`src/rtl/data_memory_arbiter.sv`:
```
// Round-robin arbiter sharing one synchronous data-memory port between two requesters, with I/O port decode.
// Grant is combinational and an access is accepted every cycle; read data returns exactly one cycle after grant.
module data_memory_arbiter #(
  parameter int                ADDR_W        = 10,
  parameter int                DATA_W        = 8,
  parameter logic [ADDR_W-1:0] IN_PORT_ADDR  = 10'h3FE,
  parameter logic [ADDR_W-1:0] OUT_PORT_ADDR = 10'h3FF
) (
  input  logic              clk,
  input  logic              rst_n,
  input  logic              a_req,
  input  logic              a_we,
  input  logic [ADDR_W-1:0] a_addr,
  input  logic [DATA_W-1:0] a_wdata,
  input  logic              b_req,
  input  logic              b_we,
  input  logic [ADDR_W-1:0] b_addr,
  input  logic [DATA_W-1:0] b_wdata,
  output logic              a_gnt,
  output logic              b_gnt,
  output logic              a_rvalid,
  output logic [DATA_W-1:0] a_rdata,
  output logic              b_rvalid,
  output logic [DATA_W-1:0] b_rdata,
  output logic [ADDR_W-1:0] mem_addr,
  output logic              mem_write_en,
  output logic [DATA_W-1:0] mem_wdata,
  input  logic [DATA_W-1:0] mem_rdata,
  input  logic [DATA_W-1:0] port_in,
  output logic [DATA_W-1:0] port_out
);

  localparam logic OWN_A = 1'b0;
  localparam logic OWN_B = 1'b1;

  logic              r_last;
  logic              r_rsp_vld;
  logic              r_rsp_own;
  logic              r_rsp_mem;
  logic [DATA_W-1:0] r_cap;
  logic [DATA_W-1:0] r_port_out;

  logic              w_a_gnt;
  logic              w_b_gnt;
  logic              w_any_gnt;
  logic              w_we;
  logic              w_is_in;
  logic              w_is_out;
  logic [ADDR_W-1:0] w_addr;
  logic [DATA_W-1:0] w_wdata;
  logic [DATA_W-1:0] w_rdata;

  // On contention the requester that did not win last time goes first.
  assign w_a_gnt   = a_req & (~b_req | (r_last == OWN_B));
  assign w_b_gnt   = b_req & (~a_req | (r_last == OWN_A));
  assign w_any_gnt = w_a_gnt | w_b_gnt;

  always_comb begin
    w_addr  = '0;
    w_wdata = '0;
    w_we    = 1'b0;
    if (w_a_gnt) begin
      w_addr  = a_addr;
      w_wdata = a_wdata;
      w_we    = a_we;
    end else if (w_b_gnt) begin
      w_addr  = b_addr;
      w_wdata = b_wdata;
      w_we    = b_we;
    end
  end

  assign w_is_in      = w_any_gnt & (w_addr == IN_PORT_ADDR);
  assign w_is_out     = w_any_gnt & (w_addr == OUT_PORT_ADDR);
  assign mem_addr     = w_addr;
  assign mem_wdata    = w_wdata;
  assign mem_write_en = w_any_gnt & w_we & ~w_is_in & ~w_is_out;
  assign a_gnt        = w_a_gnt;
  assign b_gnt        = w_b_gnt;

  always_ff @(posedge clk or negedge rst_n) begin
    if (!rst_n) begin
      r_last     <= OWN_B;
      r_rsp_vld  <= 1'b0;
      r_rsp_own  <= OWN_A;
      r_rsp_mem  <= 1'b0;
      r_cap      <= '0;
      r_port_out <= '0;
    end else begin
      r_rsp_vld <= w_any_gnt & ~w_we;
      if (w_any_gnt) r_last <= w_b_gnt;
      // Port reads are resolved at grant time so the response only needs one data register.
      if (w_any_gnt & ~w_we) begin
        r_rsp_own <= w_b_gnt;
        r_rsp_mem <= ~w_is_in & ~w_is_out;
        r_cap     <= w_is_in ? port_in : r_port_out;
      end
      if (w_any_gnt & w_we & w_is_out) r_port_out <= w_wdata;
    end
  end

  assign w_rdata  = r_rsp_mem ? mem_rdata : r_cap;
  assign a_rvalid = r_rsp_vld & (r_rsp_own == OWN_A);
  assign b_rvalid = r_rsp_vld & (r_rsp_own == OWN_B);
  assign a_rdata  = a_rvalid ? w_rdata : '0;
  assign b_rdata  = b_rvalid ? w_rdata : '0;
  assign port_out = r_port_out;

endmodule

```
`config.mk`:
```
export PLATFORM = sky130hd
export DESIGN_NAME = data_memory_arbiter
export DESIGN_NICKNAME = d
export VERILOG_FILES = /design/src/rtl/data_memory_arbiter.sv
export SDC_FILE = /design/constraint.sdc
export NUM_CORES = 1
export LEC_CHECK = 0
export ABC_AREA = 1
export BUFFER_PORTS_ARGS = -buffer_cell sky130_fd_sc_hd__buf_2
export CAP_MARGIN = 40
export CORE_UTILIZATION = 39
export DETAILED_ROUTE_END_ITERATION = 12
export PLACE_DENSITY = 0.77
export SLEW_MARGIN = 30
export SYNTH_ARGS = -nofsm -noshare
export SYNTH_HDL_FRONTEND = slang
export SYNTH_SLANG_ARGS = --single-unit
```
`constraint.sdc`:
```
create_clock -name clk -period 1.7 [get_ports clk]
set_input_delay 0.17 -clock clk [delete_from_list [all_inputs] [get_ports clk]]
set_output_delay 0.17 -clock clk [all_outputs]
set_load 0.05 [all_outputs]
```
; After elaboration in Yosys (flattened, before gate mapping)
; Index checks and enable logic that the tools add are counted.
[classes]
mux = 10
eq_ne = 2
bitwise_logic = 22
[ops]
columns = operator, count
row1 = 8-bit 2-to-1 mux, 6
row2 = 10-bit equality test (second input constant), 2
row3 = 10-bit 2-to-1 mux, 2
row4 = 1-bit AND, 12
row5 = 1-bit NOT, 7
row6 = 1-bit bitwise OR, 3
row7 = 1-bit 2-to-1 mux, 2
[word_totals]
output_inout_bits = 47
register_bits = 20
wordCells = 40
inputBits = 58

; Logic depth before layout (Yosys ltp)
; Gate-level depths: netlist of run 1.
[depth]
ltp_word = 10
depth_mapped = 11
ltp_nobuf = 11

; Worst setup path after synthesis of run 1
; No wires, ideal clock.
[synth_timing]
path_type = register -> output
from = register r_last
to = output port mem_write_en
path_stages_with_launch = 10
t_required_ps = 1530
path_slack_ps = -572
arrival_ps = 2102
path_buffers = 0
cell_sequence = dfstp_2 > nand2_2 > nand2_4 > clkinv_2 > nand2_1 > nand2_2 > nand2_1 > nor2_8 > nand3_4 > and3_1
[synth_via]
elab_chain_len = 10
word_cells_on_any_way = 19
classes_between = 2 x eq/ne / 4 x mux / 13 x bitwise
[synth_lines]
columns = item, line
row1 = start: declaration, 36  ; logic r_last;
row2 = start signal: assignment, 91  ; if (w_any_gnt) r_last <= w_b_gnt;
row3 = 1-bit NOT *, 55  ; assign w_b_gnt = b_req & (~a_req | (r_last == OWN_A));
row4 = 1-bit bitwise OR *, 55
row5 = 1-bit AND *, 55
row6 = named net b_gnt, 20  ; output logic b_gnt,
row7 = 10-bit 2-to-1 mux *, 66  ; end else if (w_b_gnt) begin
row8 = 10-bit 2-to-1 mux *, 62  ; if (w_a_gnt) begin
row9 = named net mem_addr[1], 25  ; output logic [ADDR_W-1:0] mem_addr,
row10 = 10-bit equality test, 73  ; assign w_is_in = w_any_gnt & (w_addr == IN_PORT_ADDR);
row11 = 1-bit AND, 73
row12 = 1-bit NOT, 77  ; assign mem_write_en = w_any_gnt & w_we & ~w_is_in & ~w_is_out;
row13 = 1-bit AND, 77
row14 = 1-bit AND *, 77
row15 = end: declaration, 26  ; output logic mem_write_en,
; Mark *: on every way through the listed nets, which the timed path passes. The rest lies on a longest branch.

; Final worst setup path of run 1
[layout_timing]
from = register r_last
to = output port mem_write_en
[layout_via]
elab_chain_len = 10
word_cells_on_any_way = 19
classes_between = 2 x eq/ne / 4 x mux / 13 x bitwise
[layout_lines]
columns = item, line
row1 = 1-bit NOT, 55
row2 = 1-bit bitwise OR, 55
row3 = 1-bit AND, 55
row4 = 10-bit 2-to-1 mux, 66
row5 = 10-bit 2-to-1 mux, 62
row6 = 10-bit equality test, 73
row7 = 1-bit AND, 73
row8 = 1-bit NOT, 77
row9 = 1-bit AND, 77
row10 = 1-bit AND *, 77
; Every way passes the cells marked *; elsewhere a longest branch is shown, timed or not.

==> impl_metrics.json, run 1 <==
{
  "maximum_buffer_depth_of_the_clock_tree": 2,
  "timing.hold.ws_ns": 0.2467,
  "finish.net_count": 420,
  "multi_input_area_um2": 1152,
  "antenna_cells_inserted": 0,
  "gr-total-overflow": 0,
  "critPathMaxStageDelay_ns": 0.57,
  "setup-violations-final": 29,
  "synthDistinctLibCells": 25,
  "maxCapViolCount": 0,
  "syn-instance-count": 232,
  "holdCritStartpoint": "port_in[4]",
  "rsz_0062_raised_after_global_routing": "yes",
  "critical_path_buf_inv_count": 2,
  "io_pins": 105,
  "hold_viol_final": 0,
  "core_region_area_um2": 4086,
  "die_area_um2": 4585,
  "final_layout_size_suffix_gt1_frac": 0.5706,
  "worstSetupPathType": "register to output pin",
  "worst_ep_arrival_time_ns": 1.81,
  "cp_cell_sequence": "nand2_2, nand2_4, clkinv_8, nand2_1, nand2_4, nand2_4, nor2_8, nand3_4, and3_4, buf_8",
  "final-max-slew-violation-count": 0,
  "cell_at_the_slowest_stage_of_the_critical_path": "dfstp_2",
  "sort_of_element_at_the_end_of_the_critical_path": "output pin",
  "max_fo_critical_path": 4,
  "dr_total_vias": 1920,
  "final_cell_mix": "90 x buf_2, 49 x inv_1, 37 x nand2_1, 20 x buf_4, 18 x dfrtp_1",
  "initial_detailed_routing_violation_count": 77,
  "hp-class": "input pin to register",
  "syn_avg_cell_area_um2": 7.259,
  "max_freq_mhz": 505.7,
  "die_y_um": 67.72,
  "clkSinkCount": 20,
  "dieWidth_um": 67.72,
  "tns_ns": -3.597,
  "post_dp_hpwl_mm": 3.511,
  "finalWorstPathRequiredPeriod_ns": 1.977,
  "grt_pass1_vias": 1805,
  "cpMostUsedCell": "nand2_4",
  "drt.antenna.violating_nets": 0,
  "worstSkewPairLatency_ns": 0.25,
  "power.total_mw": 1.905,
  "start_kind": "register",
  "route.final.wire_length_mm": 4.828,
  "yosysWarningCount": 0,
  "setup_slack_ns": -0.2773,
  "worst_pin_slew_ns": 0.4232,
  "clkTransAtPathRegs_ns": 0.07,
  "port-buffer-count": 104,
  "p_per_area_nw_per_um2": 660.7,
  "static-leakage-power_nw": 1.687,
  "rows": 23,
  "maxSlewHeadroom": 0.7179,
  "areaGrowthSynthToFinish_pct": 71.17,
  "critPathLaunch": "r_last",
  "cts.root.buffer_cell": "clkbuf_8",
  "synth_sequential_area_ratio": 0.2979,
  "syn-num-nets": 290,
  "num-fill-cells": 320,
  "grt_first_pass_wirelength_mm": 7.734,
  "initial_antenna_violation_count": 0,
  "cts_htree_levels": 1,
  "run_status": "complete, but fails checks",
  "ff_latch_area_um2": 503.0,
  "final_common_cell": "buf_2",
  "maximum_number_of_pins_on_one_net_before_global_route_repair": 21,
  "drt-wirelength-per-cell_um": 11.75,
  "dp_slack_ns": -0.09129,
  "vdd_drop_max_mv": 0.3083,
  "worstPathRequired_ns": 1.53,
  "tritoncts": "done",
  "final_util": 0.7055,
  "start_of_the_worst_register_to_register_path": "r_last",
  "cpLargestDelayFamily": "simple AND/OR/NAND/NOR gates",
  "timing.final.crit_share": 1.163,
  "drt_first_pass_iters": 4,
  "start_util": 0.4121,
  "netlist_area_um2": 1684,
  "timing.clock.skew_ns": 0.0006916,
  "route.detailed.vias_per_inst": 4.672,
  "drc": 0,
  "cts_buffers": 3,
  "synth_seq_cells": 20,
  "violated_checks": "setup timing",
  "globalplace.congestion": 0.8577,
  "groute.usage.overall": 0.2238
}
==> repair_timing <==
item | 4_1_cts | 5_1_grt
pin swaps | 3 | 8
cloned | 1 | 0
resized for setup | 46 | 17
hold endpoints to repair | 19 | 0
endpoints found under the setup margin | 29 | 36
hold buffers | 1 | 0
setup buffers | 3 | 2
==> worst min-delay path, stage by stage <==
cell	delay (ns)
buf_2	0.07
inv_1	0.03
nand4_1	0.08
nand3_1	0.06
nand2_1	0.05
==> power by group <==
part | leakage, nW | switching [mW] | internal [mW]
Sequential | 0.269 | 0.0279 | 0.496
Combinational | 1.39 | 0.666 | 0.357
Clock | 0.0288 | 0.153 | 0.206
==> worst paths after layout <==
path                                 to  slack, ns  cells past startpoint
setup / recovery           mem_write_en      -0.28                     10
hold / removal                 r_cap[4]       0.25                      5
setup reg to reg            port_out[0]      -0.17                     12
hold reg to reg                r_cap[6]       0.49                      2
max in group asynchronous        r_last       0.99                      2
min in group asynchronous      r_cap[5]       0.38                      2
==> metal layers <==
layer / GRT usage / vias to the layer above / share of wire
met4: 0.09043 / 0 / 0.021
li1: - / 980 / -
met1: 0.2634 / 851 / 0.41
met2: 0.4109 / 79 / 0.52
met5: 0 / - / 0
met3: 0.01858 / 10 / 0.044
==> through the flow <==
stage                     cells  cell area, µm²
after CTS                   409            2818
final                       411            2883
after global placement      400            2527
after global routing        411            2883
after detailed placement    400            2527
after floorplan             232            1837
==> cell families after synthesis <==
logic type | after synthesis | synth area share
AOI/OAI and AO/OA | 18 | 0.07727
muxes | 8 | 0.04755
buffers and inverters | 64 | 0.1746
DFF | 20 | 0.2979
and+or+nand+nor | 122 | 0.4027
==> layout make-up <==
| cell class | instances | share of cell area |
|---|---|---|
| well taps | 50 | 0.02170 |
| flip-flops and latches | 20 | 0.1745 |
| inverters | 55 | 0.07943 |
| repair buffers | 133 | 0.3056 |
| clock buffers | 4 | 0.01910 |
| multi-input cells | 149 | 0.3997 |
==> synth_stat cells <==
cell,number,share of area
nand3_2,1,0.0059
buf_6,6,0.040
dfstp_2,1,0.016
and3_1,1,0.0037
buf_4,2,0.0089
nor2_1,20,0.045
o22ai_1,8,0.030
nor2_8,2,0.024
nand2_4,3,0.020
nand3_4,1,0.010
nand2_2,9,0.033
mux2i_1,8,0.048
dfrtp_1,19,0.28
clkinv_2,1,0.0030
o21ai_2,8,0.042
nor2_4,5,0.033
nand2_1,47,0.10
nand3_1,23,0.068
nand4_4,1,0.013
inv_2,5,0.011
nand2_8,1,0.012
o21ai_0,2,0.0059
clkbuf_1,1,0.0022
inv_1,49,0.11
nand4_1,8,0.030
==> sequential cells by signal (all words and copies together), names as in the netlist <==
signal     count
r_rsp_mem      1
r_rsp_own      1
port_out       8
r_last         1
r_rsp_vld      1
r_cap          8
Power figures use the tool's default switching activity.
==> inputs of run 2 (changes only) <==
--- a/config.mk
+++ b/config.mk
@@ -8,7 +8,9 @@
 export ABC_AREA = 1
 export BUFFER_PORTS_ARGS = -buffer_cell sky130_fd_sc_hd__buf_2
 export CAP_MARGIN = 40
-export CORE_UTILIZATION = 39
+export CELL_PAD_IN_SITES_DETAIL_PLACEMENT = 1
+export CELL_PAD_IN_SITES_GLOBAL_PLACEMENT = 1
+export CORE_UTILIZATION = 26
 export DETAILED_ROUTE_END_ITERATION = 12
 export PLACE_DENSITY = 0.77
 export SLEW_MARGIN = 30
==> impl_metrics.json, run 2 (synthesis results as in run 1) <==
{
  "worst_ep_arrival_time_ns": 1.83,
  "start_kind": "register",
  "ff_latch_area_um2": 503.0,
  "antenna_cells_inserted": 0,
  "worstSetupPathType": "register to output pin",
  "grt_pass1_vias": 2026,
  "setup-violations-final": 30,
  "drt.antenna.violating_nets": 0,
  "rsz_0062_raised_after_global_routing": "yes",
  "dieWidth_um": 82.48,
  "drt-wirelength-per-cell_um": 13.16,
  "timing.clock.skew_ns": 0.001441,
  "final_cell_mix": "90 x buf_2, 48 x inv_1, 36 x nand2_1, 22 x buf_4, 18 x dfrtp_1",
  "worstSkewPairLatency_ns": 0.26,
  "die_y_um": 82.48,
  "finish.instance_area_um2": 2963,
  "initial_antenna_violation_count": 0,
  "timing.final.crit_share": 1.177,
  "num-fill-cells": 782,
  "cpMostUsedCell": "nand2_4",
  "drt_first_pass_iters": 4,
  "multi_input_area_um2": 1161,
  "tritoncts": "done",
  "final_common_cell": "buf_2",
  "max_fo_critical_path": 6,
  "p_sw_mw": 0.8785,
  "tns_ns": -5.544,
  "groute.usage.overall": 0.1771,
  "seq_power_share": 0.255,
  "sort_of_element_at_the_end_of_the_critical_path": "output pin",
  "rows": 28,
  "cts_htree_levels": 1,
  "core_region_area_um2": 6096,
  "power.combinational.fraction": 0.510,
  "hp-class": "input pin to register",
  "die_area_um2": 6803,
  "clkSinkCount": 20,
  "clkTransAtPathRegs_ns": 0.08,
  "grt_first_pass_wirelength_mm": 9.266,
  "worstPathRequired_ns": 1.53,
  "maximum_number_of_pins_on_one_net_before_global_route_repair": 21,
  "final_layout_size_suffix_gt1_frac": 0.5801,
  "cell_at_the_slowest_stage_of_the_critical_path": "dfstp_2",
  "critPathMaxStageDelay_ns": 0.58,
  "finalWorstPathRequiredPeriod_ns": 2.001,
  "hold_viol_final": 0,
  "cts.root.buffer_cell": "clkbuf_8",
  "final-instance-count-excl-fill": 437,
  "power_internal_mw": 1.174,
  "setup_slack_ns": -0.3012,
  "dp_slack_ns": -0.1733,
  "maximum_buffer_depth_of_the_clock_tree": 2,
  "cp_cell_sequence": "nand2_2, buf_6, nand3_2, nand2_4, inv_2, nand2_4, nor2_8, nand3_4, and3_4, buf_8",
  "drc": 0,
  "p_clk_frac": 0.235,
  "max_freq_mhz": 499.7,
  "finish.net_count": 421,
  "port-buffer-count": 104,
  "io_pins": 105,
  "dr_total_vias": 1927,
  "run_status": "complete, but fails checks",
  "netSwitchingFraction": 0.4280,
  "final-max-slew-violation-count": 0,
  "cts_buffers": 3,
  "maxCapViolCount": 0,
  "static-leakage-power_nw": 1.699,
  "vdd_drop_max_mv": 0.3265,
  "maxSlewHeadroom": 0.6881,
  "initial_detailed_routing_violation_count": 35,
  "violated_checks": "setup timing",
  "gr-total-overflow": 0,
  "timing.hold.ws_ns": 0.2417,
  "start_util": 0.2763,
  "worst_pin_slew_ns": 0.4679,
  "p_per_area_nw_per_um2": 692.8,
  "route.detailed.vias_per_inst": 4.410,
  "place_inst": 422,
  "globalplace.congestion": 0.7904,
  "post_dp_hpwl_mm": 4.450,
  "placed_cell_area_um2": 2561,
  "route.final.wire_length_mm": 5.750,
  "areaGrowthSynthToFinish_pct": 75.93
}
==> run 2: cell types whose count changed in the layout (fill, tap and decap cells not counted), sizes merged <==
| cell | delta |
|---|---|
| bufinv | +1 |
| clkbuf | -3 |
| buf | +3 |
==> run 2: path summary, 6_finish.rpt <==
| path | slack, ns | end | start | cells past startpoint |
|---|---|---|---|---|
| setup / recovery | -0.30 | mem_write_en | r_last | 10 |
| hold / removal | 0.24 | r_cap[4] | port_in[4] | 5 |
| setup reg to reg | -0.25 | port_out[3] | r_last | 13 |
| hold reg to reg | 0.49 | r_cap[3] | r_cap[3] | 2 |
| max in group asynchronous | 0.96 | r_last | rst_n | 2 |
| min in group asynchronous | 0.39 | r_cap[1] | rst_n | 2 |
==> run 2: critical path, delay by kind of cell, from the launching register on <==
| family | cells | cell delay (ns) |
|---|---|---|
| and+or+nand+nor | 7 | 0.65 |
| DFF | 1 | 0.58 |
| buffers and inverters | 3 | 0.35 |
==> run 2: cell type report <==
| type | count | share of cell area |
|---|---|---|
| clock buffers | 3 | 0.01394 |
| multi-input cells | 149 | 0.3919 |
| clock inverters | 1 | 0.01014 |
| well taps | 75 | 0.03167 |
| flip-flops and latches | 20 | 0.1698 |
| repair buffers | 134 | 0.3053 |
| inverters | 55 | 0.07728 |
==> run 2: power by group through the flow <==
stage	registers, mW	logic (mW)	clock network (mW)
4_1_cts	0.521	1.03	0.495
2_1_floorplan	0.511	0.674	0
6_report	0.523	1.05	0.482
3_5_place_dp	0.530	0.899	0
5_1_grt	0.527	1.11	0.511
3_3_place_gp	0.529	0.881	0
==> run 2: metal layers <==
metal,wire length (µm),global-route usage
met5,0,0
met4,96,0.05439
met3,334,0.02527
met2,3081,0.3347
met1,2237,0.2030
==> run 2: what timing repair did <==
| action | CTS | global route |
|---|---|---|
| pin swaps | 6 | 6 |
| cloned | 1 | 0 |
| setup endpoints to repair | 30 | 39 |
| resized for setup | 47 | 15 |
| hold buffers | 1 | 0 |
| endpoints found under the hold margin | 19 | 0 |
| buffers inserted | 7 | 2 |
==> run 2: per-stage QoR <==
step,util,power [mW]
after floorplan,-,1.185
after global placement,0.4202,1.410
after detailed placement,0.4202,1.429
after CTS,0.4750,2.041
after global routing,0.4860,2.153
final,0.4860,2.053
==> inputs of run 3 (changes only) <==
--- a/config.mk
+++ b/config.mk
@@ -13,6 +13,7 @@
 export CORE_UTILIZATION = 26
 export DETAILED_ROUTE_END_ITERATION = 12
 export PLACE_DENSITY = 0.77
+export REMOVE_ABC_BUFFERS = 1
 export SLEW_MARGIN = 30
 export SYNTH_ARGS = -nofsm -noshare
 export SYNTH_HDL_FRONTEND = slang
==> constraint.sdc (replaced) <==
create_clock -name clk -period 1.7 [get_ports clk]
set_input_delay 0.255 -clock clk [delete_from_list [all_inputs] [get_ports clk]]
set_output_delay 0.255 -clock clk [all_outputs]
set_load 0.05 [all_outputs]
==> impl_metrics.json, run 3 (synthesis results as in run 1) <==
{
  "route.final.wire_length_mm": 6.650,
  "timing.clock.skew_ns": 0.002029,
  "gr-total-overflow": 0,
  "groute.usage.overall": 0.1914,
  "die_area_um2": 6803,
  "route.detailed.vias_per_inst": 4.530,
  "start_util": 0.2763,
  "finalWorstPathRequiredPeriod_ns": 2.194,
  "drt_first_pass_iters": 4,
  "cpLargestDelayFamily": "simple AND/OR/NAND/NOR gates",
  "setup_slack_reg_to_reg_ns": -0.49,
  "worst_pin_slew_ns": 0.4611,
  "grt_pass1_vias": 1979,
  "min_delay_path_depth": 5,
  "drt-wirelength-per-cell_um": 15.18,
  "run_status": "complete, but fails checks",
  "port-buffer-count": 104,
  "antenna_cells_inserted": 0,
  "drc": 0,
  "max_fo_critical_path": 5,
  "clkTransAtPathRegs_ns": 0.08,
  "clkSinkCount": 20,
  "cell_at_the_slowest_stage_of_the_critical_path": "dfstp_2",
  "io_pins": 105,
  "grt_util_met1": 0.2169,
  "core_region_area_um2": 6096,
  "cts_htree_levels": 1,
  "timing.hold.ws_ns": 0.3396,
  "post_dp_hpwl_mm": 4.324,
  "grt_first_pass_wirelength_mm": 9.708,
  "static-leakage-power_nw": 1.743,
  "cp_cell_sequence": "inv_4, nand2_8, nand3_1, nand2_2, nand2_2, nor2_4, nand3_2, and3_4, buf_8",
  "hp-class": "input pin to register",
  "worstSetupPathType": "register to output pin",
  "vdd_drop_max_mv": 0.2916,
  "rows": 28,
  "worst_ep_arrival_time_ns": 1.94,
  "setup_slack_ns": -0.4943,
  "dieWidth_um": 82.48,
  "maxSlewHeadroom": 0.6926,
  "drt.antenna.violating_nets": 0,
  "dr_total_vias": 1984,
  "grt.met2_usage": 0.3545,
  "hold_viol_final": 0,
  "critical_path_buf_inv_count": 2,
  "final_layout_size_suffix_gt1_frac": 0.6033,
  "areaGrowthSynthToFinish_pct": 82.69,
  "initial_detailed_routing_violation_count": 65,
  "finish.net_count": 422,
  "maximum_number_of_pins_on_one_net_before_global_route_repair": 21,
  "groute.layer.met3.usage": 0.02857,
  "maxCapViolCount": 0,
  "tns_ns": -6.634,
  "final_common_cell": "buf_2",
  "tritoncts": "done",
  "worstSkewPairLatency_ns": 0.26,
  "final_cell_mix": "84 x buf_2, 49 x inv_1, 34 x nand2_1, 23 x buf_6, 19 x dfrtp_1",
  "timing.final.crit_share": 1.291,
  "sort_of_element_at_the_end_of_the_critical_path": "output pin",
  "die_y_um": 82.48,
  "p_per_area_nw_per_um2": 693.4,
  "worstPathRequired_ns": 1.44,
  "globalplace.congestion": 0.7711,
  "start_kind": "register",
  "worst_r2r_path_depth": 14,
  "initial_antenna_violation_count": 0,
  "cts_buffers": 3,
  "grt.busiest_layer": "met2",
  "setup-violations-final": 35,
  "cpMostUsedCell": "nand2_2",
  "maximum_buffer_depth_of_the_clock_tree": 2,
  "final-max-slew-violation-count": 0,
  "cts.root.buffer_cell": "clkbuf_8",
  "rsz_0062_raised_after_global_routing": "yes",
  "max_freq_mhz": 455.7,
  "violated_checks": "setup timing",
  "critPathMaxStageDelay_ns": 0.59,
  "dp_slack_ns": -0.1741,
  "critical_path_depth": 9
}
run 3: changes by cell type in the layout (fill, tap and decap cells not counted), moves of 2 or more:
cell,change
buf_2,-6
buf_4,-5
buf_6,+8
buf_8,+4
nand2_1,-2
nand3_1,-6
nand3_2,+5
run 3: power breakdown:
group | leakage [nW] | switching, mW | total, mW | internal, mW
combinational | 1.44 | 0.731 | 1.14 | 0.405
clock | 0.0357 | 0.176 | 0.491 | 0.314
sequential | 0.270 | 0.0126 | 0.507 | 0.495
run 3: final cells by class:
class	count	area, µm²
fillers	745	3019
multi-input cells	149	1216
repair buffers	135	974.7
flip-flops and latches	20	501.7
inverters	55	219.0
well taps	75	93.84
clock buffers	3	41.29
clock inverters	1	30.03
run 3: worst reg2reg max path, cell delays in order (launching register included):
cell	delay [ns]
dfstp_2	0.59
inv_4	0.07
nand2_8	0.10
nand3_1	0.11
nand2_2	0.12
nand2_2	0.07
nor2_4	0.16
nand3_2	0.11
buf_4	0.15
buf_4	0.12
buf_4	0.12
buf_4	0.12
buf_4	0.12
nand3_1	0.07
nand2_1	0.05
run 3: per-layer routing:
metal | vias to the layer above | part of all wire
li1 | 982 | -
met2 | 70 | 0.55
met4 | 0 | 0.031
met3 | 16 | 0.042
met1 | 916 | 0.38
met5 | - | 0
run 3: path summary, 6_finish.rpt:
check	to	from
min	r_cap[7]	port_in[7]
max in group asynchronous	r_last	rst_n
min reg2reg	r_cap[0]	r_cap[0]
max	mem_write_en	r_last
max reg2reg	r_rsp_mem	r_last
min in group asynchronous	r_cap[3]	rst_n
run 3: through the flow:
stage	util	area, µm²	cells	power [mW]
6_report	0.5047	3077	438	2.133
4_1_cts	0.4698	2864	436	2.028
5_1_grt	0.5047	3077	438	2.242
2_1_floorplan	-	1598	223	1.097
3_5_place_dp	0.3949	2407	423	1.381
3_3_place_gp	0.3949	2407	423	1.366
run 3: timing repair:
item                                   CTS  global route
setup endpoints to repair               33            48
endpoints found under the hold margin   19             0
pin swaps                               15             5
cloned                                   1             0
hold buffers                             1             0
resized for setup                       81            49
buffers inserted                         9             3
